$ cat config.mk
export PLATFORM = sky130hd
export DESIGN_NAME = or1200_if_prefetch
export DESIGN_NICKNAME = d
export VERILOG_FILES = /design/src/rtl/or1200_if_prefetch.sv
export SDC_FILE = /design/constraint.sdc
export NUM_CORES = 1
export LEC_CHECK = 0
export CAP_MARGIN = 20
export CORE_ASPECT_RATIO = 0.75
export CORE_UTILIZATION = 55
export CTS_BUF_LIST = sky130_fd_sc_hd__clkbuf_8
export DETAILED_ROUTE_END_ITERATION = 10
export GPL_ROUTABILITY_DRIVEN = 1
export HOLD_SLACK_MARGIN = 0.03
export PLACE_DENSITY = 0.91
export SKIP_LAST_GASP = 1
export SYNTH_ARGS = -nofsm -noshare
export SYNTH_HDL_FRONTEND = slang
export SYNTH_SLANG_ARGS = --single-unit
$ cat constraint.sdc
create_clock -name clk -period 12.7 [get_ports clk]
set_clock_uncertainty 0.1 [all_clocks]
set_input_delay 1.905 -clock clk [delete_from_list [all_inputs] [get_ports clk]]
set_output_delay 1.905 -clock clk [all_outputs]
set_load 0.05 [all_outputs]
$ cat src/rtl/or1200_if_prefetch.sv
// ----------------------------------------------------------------------------
// or1200_if_prefetch
//
// Instruction-fetch prefetch queue. The block issues one instruction-cache
// request at a time, keeps up to DEPTH completed responses in a circular
// queue, and presents the oldest entry to the CPU fetch stage. A PC redirect
// flushes the queue and restarts fetching at the new target. A response that
// was already in flight when the redirect arrived is thrown away. An IC
// error is queued as an error entry, and fetching then stops until the next
// redirect.
//
// Parameters
//   DEPTH     queue entries, power of two, 2..8
//   RESET_PC  first fetch address after reset
//
// Ports
//   clk            single clock, rising edge
//   rst            asynchronous reset, active low
//   ic_adr_o       fetch address to IC (word aligned)
//   ic_cyc_o       fetch request valid; held with ic_adr_o until ack/err
//   ic_dat_i       IC response instruction
//   ic_ack_i       IC response done (ok)
//   ic_err_i       IC response done (error)
//   ic_tag_i       IC response tag
//   redir_i        PC redirect pulse (branch/exception/rfe)
//   redir_adr_i    redirect target
//   icpu_dat_o     head entry instruction
//   icpu_adr_o     head entry word address
//   icpu_tag_o     head entry tag
//   icpu_ack_o     head valid, ok
//   icpu_err_o     head valid, error
//   if_freeze      consumer stall; head popped when valid and not frozen
//
// Build option
//   OR1200_IF_PREFETCH_BYPASS_EN  when defined, a response arriving while the
//   queue is empty and the consumer is not frozen is forwarded to icpu_*
//   in the same cycle instead of being queued.
//
// state | meaning
// FETCH | may issue a request at fetch pc if a queue slot is free
// WAIT  | request outstanding, ic_adr_o held
// DRAIN | request outstanding but stale after redirect; response dropped
// HALT  | IC error seen; no requests until redirect
// ----------------------------------------------------------------------------
module or1200_if_prefetch #(
    parameter int          DEPTH    = 4,
    parameter logic [31:0] RESET_PC = 32'h0000_0100
) (
    input  logic        clk,
    input  logic        rst,
    output logic [31:0] ic_adr_o,
    output logic        ic_cyc_o,
    input  logic [31:0] ic_dat_i,
    input  logic        ic_ack_i,
    input  logic        ic_err_i,
    input  logic [3:0]  ic_tag_i,
    input  logic        redir_i,
    input  logic [31:0] redir_adr_i,
    output logic [31:0] icpu_dat_o,
    output logic [31:0] icpu_adr_o,
    output logic [3:0]  icpu_tag_o,
    output logic        icpu_ack_o,
    output logic        icpu_err_o,
    input  logic        if_freeze
);

    localparam int PW = (DEPTH > 1) ? $clog2(DEPTH) : 1;
    localparam int CW = $clog2(DEPTH) + 1;

    localparam logic [5:0]  OR1200_OR32_NOP = 6'h05;
    localparam logic [31:0] ERR_INSN        = {OR1200_OR32_NOP, 26'h041_0000};

    typedef enum logic [1:0] {
        FETCH = 2'd0,
        WAIT  = 2'd1,
        DRAIN = 2'd2,
        HALT  = 2'd3
    } state_t;

    state_t          state_q, state_d;
    logic [29:0]     pc_q, pc_d;
    logic [29:0]     req_q, req_d;
    logic [PW-1:0]   wr_ptr_q, rd_ptr_q;
    logic [CW-1:0]   count_q;

    logic [31:0]     mem_dat [DEPTH];
    logic [29:0]     mem_adr [DEPTH];
    logic [3:0]      mem_tag [DEPTH];
    logic            mem_err [DEPTH];

    logic            empty;
    logic            pop;
    logic            room;
    logic            resp;
    logic            issue;
    logic [29:0]     bus_adr;
    logic            accept;
    logic            bypass;
    logic            push;
    logic            flush;

    // Low address bits of the redirect target are ignored by design.
    logic unused_ok;
    assign unused_ok = ^redir_adr_i[1:0];

    assign empty = (count_q == '0);
    assign pop   = !empty && !if_freeze;
    // A slot freed by a same-cycle pop counts as room.
    assign room  = (count_q < CW'(DEPTH)) || pop;
    assign resp  = ic_ack_i || ic_err_i;

    always_comb begin
        state_d = state_q;
        pc_d    = pc_q;
        req_d   = req_q;
        issue   = 1'b0;
        bus_adr = pc_q;
        flush   = 1'b0;

        case (state_q)
            FETCH: begin
                issue   = room;
                bus_adr = pc_q;
            end
            WAIT, DRAIN: begin
                issue   = 1'b1;
                bus_adr = req_q;
            end
            default: begin
                issue   = 1'b0;
                bus_adr = pc_q;
            end
        endcase

        if (state_q == FETCH && issue) begin
            req_d = pc_q;
        end

        if (redir_i) begin
            flush   = 1'b1;
            pc_d    = redir_adr_i[31:2];
            // An unanswered request must still be waited out; its data is stale.
            state_d = (issue && !resp) ? DRAIN : FETCH;
        end else begin
            case (state_q)
                FETCH: begin
                    if (issue) begin
                        if (ic_err_i) begin
                            state_d = HALT;
                        end else if (ic_ack_i) begin
                            pc_d = pc_q + 30'd1;
                        end else begin
                            state_d = WAIT;
                        end
                    end
                end
                WAIT: begin
                    if (ic_err_i) begin
                        state_d = HALT;
                    end else if (ic_ack_i) begin
                        pc_d    = pc_q + 30'd1;
                        state_d = FETCH;
                    end
                end
                DRAIN: begin
                    if (resp) begin
                        state_d = FETCH;
                    end
                end
                default: begin
                    state_d = HALT;
                end
            endcase
        end
    end

    assign accept = !redir_i && issue && resp && (state_q != DRAIN);

`ifdef OR1200_IF_PREFETCH_BYPASS_EN
    assign bypass = accept && empty && !if_freeze;
`else
    assign bypass = 1'b0;
`endif

    assign push = accept && !bypass;

    always_ff @(posedge clk or negedge rst) begin
        if (!rst) begin
            state_q <= FETCH;
            pc_q    <= RESET_PC[31:2];
            req_q   <= RESET_PC[31:2];
        end else begin
            state_q <= state_d;
            pc_q    <= pc_d;
            req_q   <= req_d;
        end
    end

    always_ff @(posedge clk or negedge rst) begin
        if (!rst) begin
            wr_ptr_q <= '0;
            rd_ptr_q <= '0;
            count_q  <= '0;
        end else if (flush) begin
            wr_ptr_q <= '0;
            rd_ptr_q <= '0;
            count_q  <= '0;
        end else begin
            if (push) begin
                wr_ptr_q <= wr_ptr_q + PW'(1);
            end
            if (pop) begin
                rd_ptr_q <= rd_ptr_q + PW'(1);
            end
            count_q <= count_q + CW'(push) - CW'(pop);
        end
    end

    always_ff @(posedge clk) begin
        if (push) begin
            mem_dat[wr_ptr_q] <= ic_err_i ? ERR_INSN : ic_dat_i;
            mem_adr[wr_ptr_q] <= bus_adr;
            mem_tag[wr_ptr_q] <= ic_tag_i;
            mem_err[wr_ptr_q] <= ic_err_i;
        end
    end

    // Request is masked while reset is asserted so the bus is quiet.
    assign ic_cyc_o = issue && rst;
    assign ic_adr_o = {bus_adr, 2'b00};

    always_comb begin
        icpu_dat_o = '0;
        icpu_adr_o = '0;
        icpu_tag_o = '0;
        icpu_ack_o = 1'b0;
        icpu_err_o = 1'b0;
        if (bypass) begin
            icpu_dat_o = ic_err_i ? ERR_INSN : ic_dat_i;
            icpu_adr_o = {bus_adr, 2'b00};
            icpu_tag_o = ic_tag_i;
            icpu_ack_o = !ic_err_i;
            icpu_err_o = ic_err_i;
        end else if (!empty) begin
            icpu_dat_o = mem_dat[rd_ptr_q];
            icpu_adr_o = {mem_adr[rd_ptr_q], 2'b00};
            icpu_tag_o = mem_tag[rd_ptr_q];
            icpu_ack_o = !mem_err[rd_ptr_q];
            icpu_err_o = mem_err[rd_ptr_q];
        end
    end

endmodule

==> impl_metrics.tcl, run 1 <==
set metrics [dict create \
    final_cells 1416 \
    grt_max_degree 71 \
    endpoint_kind "primary output" \
    fin_ws_ns 6.91 \
    synth_cells 854 \
    numCtsBuffers 50 \
    timing_worst_setup_path_type "in2out" \
    seq_power_share_pct 37.4 \
    die_w_um 188 \
    clkPwrFrac_pct 20.7 \
    critPathRequiredTime_ns 10.69 \
    initial_core_util_pct 56.5 \
    crit_chain "buf_2 -> buf_4 -> and2_1 -> clkdlybuf4s50_1" \
    dr.pass1.iters 5 \
    wl_per_cell_um 21.3 \
    yosys.area.top_type_share_pct 56.6 \
    r2r_cells 7 \
    die_h_um 141 \
    syn_avg_cell_area_um2 16.6 \
    io_buffer_count 170 \
    path_max_fanout 70 \
    rows 50 \
    crit_arrival_ns 3.78 \
    first_global_vias 8571 \
    worst_pin_slew_ns 1.11 \
    internal_power_uw 2470 \
    fillers 1695 \
    grt.overflow.total 0 \
    yosysSeqAreaShare_pct 68.8 \
    layout_commonest_cell "edfxtp_1" \
    cts_hold_buf 0 \
    final.min_clock_period_ns 5.79 \
    whs_path_depth 2 \
    p_sw_share_pct 38.8 \
    r2r-end "mem_adr[0][2]" \
    status "finished, final reports clean" \
    place_inst 1321 \
    grt_use_total_pct 23.3 \
    fmax_mhz 173 \
    pre_cts_ws_ns 6.86 \
    p_leak_uw 0.00583 \
    ys_warn_count 0 \
    rr_startpoint "state_q[0]" \
    final_cell_mix "edfxtp_1 (268), clkdlybuf4s50_1 (167), nor2b_1 (101)" \
    finalNetCount 1123 \
    gp_congestion 0.804 \
    pwr-share-comb_pct 41.8 \
    numClockSinks 337 \
    path_buf_inv 3 \
    drt_iter0_drc 696 \
    remaining_drc_errors 0 \
    clk_latency_ns 0.56 \
    cpMaxStageDelayCell "clkdlybuf4s50_1" \
    cp-start-kind "input pin" \
    synthesis.area_mm2 0.0142 \
    synth_area_leader_cell "edfxtp_1" \
    hold_viol 0 \
    finalMaxSlewViolations 0 \
    cts_buffer_depth 3 \
    num_antenna_cells 0 \
    core_mm2 0.0251 \
    drive_gt1_share_pct 19.8 \
    area_delta_synth_final_pct 21.2 \
    min_period_over_period_pct 45.6 \
    ys_seq_elements 337 \
    min_path_type "reg2reg" \
    cts_tree "yes" \
    relSlewSlack_pct 26.1 \
    synth-edff-count 268 \
    async_flop_share_pct 20.5 \
    synthFlopType "edfxtp_1" \
    setup_viol_count_final 0 \
    yosys-top-cells-area "edfxtp_1 (57%), dfrtp_1 (12%), mux4_2 (11%)" \
    cts_root_buf "clkbuf_8" \
    antenna_found_initial 1 \
    viasPerCell 5.81 \
    detailroute.via_count 8228 \
    htree_levels 2 \
    drt_wl_total_mm 30.2 \
    p_switching_uw 1560 \
    drv_cap 0 \
    p_per_area_mw_per_mm2 234 \
    rsz0062_at_grt "no" \
    critPathMaxStageDelay_ns 0.81 \
    cp_num_cells 4 \
    clk_pin_slew_ns 0.06 \
    tns_ns 0 \
    worstHoldStart "req_q[16]" \
    ys_types 50 \
    place_hpwl_mm 17.7 \
    grt_pass1_wl_mm 47.3 \
    crit_family "buffers and inverters" \
    postCtsSetupBuffers 0 \
    reg2reg_slack_ns 9.26 \
    ir_worst_vdd_mv 0.176 \
    io_pins 177 \
    die-area_mm2 0.0265 \
    ctsResizeCount 0 \
    drtAntennaViolNets 0 \
    holdPathEnd "req_q[16]" \
]
flip-flops by register name, summed over array words and instances (netlist names):
| register | count |
|---|---|
| count_q | 3 |
| mem_tag | 16 |
| mem_err | 4 |
| mem_dat | 128 |
| pc_q | 30 |
| mem_adr | 120 |
| state_q | 2 |
| rd_ptr_q | 2 |
| wr_ptr_q | 2 |
| req_q | 30 |
power groups by stage:
stage               Sequential (µW)  Combinational [µW]  Clock (µW)
global placement               1520                1660           0
detailed placement             1530                1690           0
CTS                            1510                1700         857
global route                   1530                1770         903
finish                         1510                1690         836
floorplan                      1470                1210           0
cell usage after synthesis, types with 2 or more instances:
cell type  count
inv_1         12
ha_1          11
a31oi_1        4
and2_1         8
mux4_2        67
nor4_1        14
a22oi_1        2
nand4_1        4
nor3_1         9
xnor2_1       19
buf_2          2
nand3_1       12
buf_4          4
nand2_1       49
or2_2          4
o31a_1         4
or3_1          3
and3_1         2
nand2b_1       3
buf_1          5
mux2i_1        4
nor2b_1      101
dfstp_2        2
mux2_2        54
xor2_1         6
clkbuf_1      41
o31ai_1        2
nor2_1        13
edfxtp_1     268
nor4b_1        2
or4_1          4
dfrtp_1       67
o21ai_0       33
a21oi_1        3
how the worst max path moves through the flow:
stage | start | slack (ns) | endpoint
floorplan | ic_err_i | 7.58 | mem_adr[0][0]
global placement | rst | 6.88 | ic_cyc_o
detailed placement | rst | 6.86 | ic_cyc_o
CTS | rd_ptr_q[0] | 6.80 | icpu_ack_o
global route | rd_ptr_q[0] | 6.69 | icpu_ack_o
finish | rst | 6.91 | ic_cyc_o
per-layer routing:
metal | GRT usage (%) | wire length, µm | up-vias
met5 | 0 | 0 | -
met4 | 7.23 | 675 | 0
met3 | 4.78 | 2170 | 62
met2 | 36.7 | 14300 | 336
met1 | 33.2 | 13000 | 4209
li1 | - | - | 3621
cell families (layout without fill, tap and decap cells):
kind of cell	Yosys count	after routing	synth area share, %
AND/OR/NAND/NOR	237	237	9.36
buffers and inverters	64	285	1.81
AO/OA/AOI/OAI	53	53	2.21
multiplexers	125	125	15.2
other	1	4	0.0264
XOR/XNOR	25	25	1.54
flip-flops	337	337	68.8
adder cells (fa/ha/maj)	12	12	1.11
worst min-delay path, stage by stage (launching register included):
cell	delay (ns)
dfrtp_1	0.35
nand2_1	0.05
o21ai_0	0.06
area by class of cell:
class | instances | area (µm²) | area share, %
Inverter | 12 | 45.0 | 0.261
Multi-Input combinational cell | 456 | 4210 | 24.4
Clock inverter | 36 | 179 | 1.04
Sequential cell | 337 | 9780 | 56.8
Timing Repair Buffer | 180 | 1800 | 10.5
Clock buffer | 57 | 785 | 4.55
Tap cell | 338 | 423 | 2.45
per-stage QoR:
stage / hold slack, ns / area, µm² / power, µW / util (%)
after floorplan: 0.350 / 14200 / 2680 / -
after global placement: 0.362 / 16200 / 3180 / 64.4
after detailed placement: 0.385 / 16200 / 3220 / 64.4
after CTS: 0.401 / 17200 / 4070 / 68.3
after global routing: 0.418 / 17200 / 4200 / 68.5
final: 0.400 / 17200 / 4030 / 68.5
Note: power is estimated with default switching activity, not from simulation.
==> run 2, diff against run 1 <==
==> constraint.sdc (replaced) <==
create_clock -name clk -period 5.72 [get_ports clk]
set_clock_uncertainty 0.1 [all_clocks]
set_input_delay 0.858 -clock clk [delete_from_list [all_inputs] [get_ports clk]]
set_output_delay 0.858 -clock clk [all_outputs]
set_load 0.05 [all_outputs]
==> run 2 against run 1 <==
Non-clock buffer count stayed put. Clock-buffer cell count increased by 1. Combinational power grew 120%.
==> impl_metrics.tcl, run 2 (synthesis results as in run 1) <==
set metrics [dict create \
    setup_viol_count_final 0 \
    io_pins 177 \
    rsz0062_at_grt "no" \
    status "finished, final reports clean" \
    reg_top3 "mem_dat: 128 flops, mem_adr: 120 flops" \
    grt.overflow.total 0 \
    detailroute.via_count 8011 \
    p_leak_uw 0.00586 \
    postCtsSetupBuffers 0 \
    tns_ns 0 \
    ir_worst_vdd_mv 0.474 \
    min_period_over_period_pct 79.3 \
    clk_latency_ns 0.55 \
    grt_use_total_pct 22.8 \
    clk_pin_slew_ns 0.07 \
    io_buffer_count 170 \
    ctsResizeCount 0 \
    finalMaxSlewViolations 0 \
    top_layer "met4" \
    numCtsBuffers 50 \
    regMostFlops "mem_dat" \
    core_mm2 0.0251 \
    fmax_mhz 220 \
    die_w_um 188 \
    final_cell_mix "edfxtp_1 (268), clkdlybuf4s50_1 (167), nor2b_1 (101)" \
    place_hpwl_mm 17.4 \
    hold_viol 0 \
    largest_reg_flops 128 \
    place_inst 1321 \
    layout_commonest_cell "edfxtp_1" \
    dr.pass1.iters 5 \
    relSlewSlack_pct 27.7 \
    cts_tree "yes" \
    die-area_mm2 0.0265 \
    finalNetCount 1123 \
    final_core_util_pct 68.5 \
    route.met2.wl_mm 14.0 \
    cts_hold_buf 0 \
    fin_ws_ns 1.18 \
    path_max_fanout 20 \
    worst_pin_slew_ns 1.09 \
    final.min_clock_period_ns 4.54 \
    stdcell_area_mm2 0.0172 \
    cts_buffer_depth 3 \
    grt_pass1_wl_mm 46.0 \
    cts_root_buf "clkbuf_8" \
    pre_cts_ws_ns 1.83 \
    num_antenna_cells 0 \
    htree_levels 2 \
    drt_iter0_drc 561 \
    drtAntennaViolNets 0 \
    antenna_found_initial 0 \
    die_h_um 141 \
    gp_congestion 0.827 \
    met1_length_mm 13.1 \
    final_cells 1413 \
    drt_wl_total_mm 29.5 \
    timing_worst_setup_path_type "reg2out" \
    remaining_drc_errors 0 \
    endpoint_kind "primary output" \
    cp-start-kind "register" \
    grt_max_degree 70 \
    critPathRequiredTime_ns 4.76 \
    wl_per_cell_um 20.9 \
    viasPerCell 5.67 \
    place_area_mm2 0.0162 \
    drv_cap 0 \
    first_global_vias 8338 \
    p_per_area_mw_per_mm2 517 \
    initial_core_util_pct 56.5 \
    crit_arrival_ns 3.58 \
    drive_gt1_share_pct 20.1 \
    area_delta_synth_final_pct 21.1 \
    numClockSinks 337 \
    rows 50 \
    min_path_type "reg2reg" \
    wl_met3_mm 1.95 \
]
==> run 2: changes by cell type in the layout (fill, tap and decap cells not counted), moves of 2 or more <==
cell      previous run  this run
clkinv_1            13         1
buf_12               0         2
buf_4                8         5
clkinv_2             2         7
inv_1               29        35
==> run 2: layer usage <==
layer	global-route usage, %	vias to the layer above
met5	0	-
met4	5.69	0
met3	4.46	35
met2	36.2	282
met1	32.7	4081
li1	-	3613
==> run 2: worst paths after layout <==
check,from,cells past startpoint,end,slack (ns)
setup / recovery,state_q[0],5,ic_adr_o[15],1.18
hold / removal,req_q[16],2,req_q[16],0.39
setup reg to reg,state_q[0],7,mem_adr[1][28],2.35
hold reg to reg,req_q[16],2,req_q[16],0.39
max in group asynchronous,rst,2,rd_ptr_q[1],4.34
min in group asynchronous,rst,2,req_q[22],0.48
==> run 2: critical path, stage by stage (launching register included) <==
cell and delay, ns:
dfrtp_1 0.40, inv_1 0.09, ha_1 0.56, buf_4 0.36, o21ai_0 0.67, clkdlybuf4s50_1 0.94
==> run 2: area by class of cell <==
type | instances | area [µm²]
inverters | 12 | 45.0
flip-flops and latches | 337 | 9780
clock inverters | 32 | 133
well taps | 338 | 423
multi-input cells | 456 | 4210
fillers | 1707 | 7930
clock buffers | 58 | 798
repair buffers | 180 | 1830
==> run 2: report_power, final <==
| part | total [µW] | internal (µW) | leakage, µW | switching [µW] |
|---|---|---|---|---|
| registers | 3360 | 3120 | 0.00327 | 242 |
| logic | 3740 | 1420 | 0.00202 | 2320 |
| clock network | 1800 | 921 | 0.000569 | 878 |
==> run 2: through the flow <==
step / total power [µW] / hold WS (ns)
floorplan: 5950 / 0.350
global placement: 7080 / 0.362
detailed placement: 7170 / 0.371
CTS: 8980 / 0.386
global route: 9270 / 0.409
finish: 8900 / 0.387
==> run 3, diff against run 2 <==
--- a/config.mk
+++ b/config.mk
@@ -7,12 +7,12 @@
 export LEC_CHECK = 0
 export CAP_MARGIN = 20
 export CORE_ASPECT_RATIO = 0.75
-export CORE_UTILIZATION = 55
+export CORE_UTILIZATION = 52
 export CTS_BUF_LIST = sky130_fd_sc_hd__clkbuf_8
 export DETAILED_ROUTE_END_ITERATION = 10
 export GPL_ROUTABILITY_DRIVEN = 1
 export HOLD_SLACK_MARGIN = 0.03
-export PLACE_DENSITY = 0.91
+export PLACE_DENSITY = 0.9
 export SKIP_LAST_GASP = 1
 export SYNTH_ARGS = -nofsm -noshare
 export SYNTH_HDL_FRONTEND = slang
==> constraint.sdc (replaced) <==
create_clock -name clk -period 4 [get_ports clk]
set_clock_uncertainty 0.1 [all_clocks]
set_input_delay 0.6 -clock clk [delete_from_list [all_inputs] [get_ports clk]]
set_output_delay 0.6 -clock clk [all_outputs]
set_load 0.05 [all_outputs]
==> run 3 against run 2 <==
The run now ends with design-rule violations left. Sequential share of layout area down 0.70 points. Sequential cell count stayed put. Clock-buffer cell count did not move. Critical path depth down 1. Sequential power grew 41%. Wire length grew 4.7%. Core utilization down 3.7 points. Total power up 46%. Via count increased by 2.0%.
==> impl_metrics.tcl, run 3 (synthesis results as in run 1) <==
set metrics [dict create \
    die-area_mm2 0.0280 \
    fmax_mhz 264 \
    die_h_um 145 \
    detailroute.via_count 8170 \
    min_path_type "in2async" \
    cts_root_buf "clkbuf_8" \
    tns_ns 0 \
    io_buffer_count 170 \
    ctsResizeCount 0 \
    cts_hold_buf 0 \
    met3_usage_pct 4.43 \
    numClockSinks 337 \
    relSlewSlack_pct 36.2 \
    cts_buffer_depth 3 \
    use_met2_pct 35.0 \
    core_mm2 0.0269 \
    grt.overflow.total 0 \
    rows 52 \
    rsz0062_at_grt "no" \
    final.min_clock_period_ns 3.78 \
    final_cell_mix "edfxtp_1 (268), clkdlybuf4s50_1 (167), nor2b_1 (101)" \
    antenna_found_initial 0 \
    finalMaxSlewViolations 0 \
    place_hpwl_mm 19.6 \
    largest_reg_flops 128 \
    status "finished, violations left" \
    viasPerCell 5.67 \
    critPathRequiredTime_ns 3.30 \
    clk_pin_slew_ns 0.07 \
    top_usage_layer "met2" \
    endpoint_kind "primary output" \
    drtAntennaViolNets 0 \
    reg_top3 "mem_dat: 128 flops, mem_adr: 120 flops" \
    failed_checks "design-rule violations" \
    grt_pass1_wl_mm 47.3 \
    initial_core_util_pct 52.8 \
    grt_use_total_pct 22.5 \
    final_core_util_pct 64.7 \
    clk_latency_ns 0.55 \
    postCtsSetupBuffers 0 \
    finalNetCount 1136 \
    area_delta_synth_final_pct 22.6 \
    drt_wl_total_mm 30.9 \
    hold_viol 0 \
    regMostFlops "mem_dat" \
    p_leak_uw 0.00593 \
    cp-start-kind "register" \
    drt_iter0_drc 608 \
    grt_max_degree 70 \
    num_antenna_cells 0 \
    cts_tree "yes" \
    timing_worst_setup_path_type "reg2out" \
    numCtsBuffers 50 \
    wl_per_cell_um 21.4 \
    htree_levels 2 \
    io_pins 177 \
    path_max_fanout 26 \
    setup_viol_count_final 0 \
    min_period_over_period_pct 94.6 \
    drv_cap 0 \
    dr.pass1.iters 8 \
    p_per_area_mw_per_mm2 746 \
    layout_commonest_cell "edfxtp_1" \
    use_met1_pct 32.6 \
    crit_arrival_ns 3.08 \
    worst_pin_slew_ns 0.958 \
    ir_worst_vdd_mv 0.503 \
    die_w_um 193 \
    drive_gt1_share_pct 21.2 \
    remaining_drc_errors 7 \
    first_global_vias 8445 \
    gp_congestion 0.828 \
]
==> run 3: worst max-delay path, stage by stage, from the launching register on <==
cell and delay [ns]:
dfrtp_4 0.77, buf_12 0.30, mux4_2 0.55, nor2b_1 0.15
clkdlybuf4s50_1 0.73
==> run 3: final cells by class <==
class | count | area (µm²)
Sequential cell | 337 | 9780
Fill cell | 1867 | 9500
Multi-Input combinational cell | 456 | 4210
Timing Repair Buffer | 193 | 1950
Clock buffer | 58 | 798
Tap cell | 351 | 439
Clock inverter | 33 | 214
Inverter | 12 | 45.0
==> run 3: final timing paths <==
kind / start / to / slack, ns / cells after the start
worst max-delay path: rd_ptr_q[0] / icpu_dat_o[25] / 0.22 / 4
worst min-delay path: rst / pc_q[16] / 0.25 / 2
worst max register to register: state_q[1] / count_q[2] / 0.85 / 14
worst min register to register: req_q[5] / req_q[5] / 0.39 / 2
max in group asynchronous: rst / rd_ptr_q[0] / 2.86 / 2
min in group clk: ic_err_i / state_q[1] / 0.36 / 3
==> run 3: metal layers <==
metal / wire, µm / vias to the layer above
met5: 0 / -
met4: 636 / 0
met3: 2190 / 48
met2: 14700 / 317
met1: 13300 / 4163
li1: - / 3642
==> run 3: power breakdown <==
| group | total, µW | switching, µW | internal (µW) |
|---|---|---|---|
| clock network | 2780 | 1260 | 1510 |
| logic | 5480 | 3420 | 2060 |
| registers | 4750 | 287 | 4460 |
==> run 3: per-stage QoR <==
stage | worst slack (ns) | cells | area (µm²) | total power [µW] | hold slack [ns]
3_3_place_gp | 0.766 | 1349 | 16400 | 10200 | 0.362
3_5_place_dp | 0.736 | 1349 | 16400 | 10300 | 0.382
2_1_floorplan | 0.663 | 857 | 14200 | 8500 | 0.204
4_1_cts | 0.134 | 1440 | 17400 | 13100 | 0.236
5_1_grt | 0.0416 | 1440 | 17400 | 13500 | 0.298
6_report | 0.216 | 1440 | 17400 | 13000 | 0.251
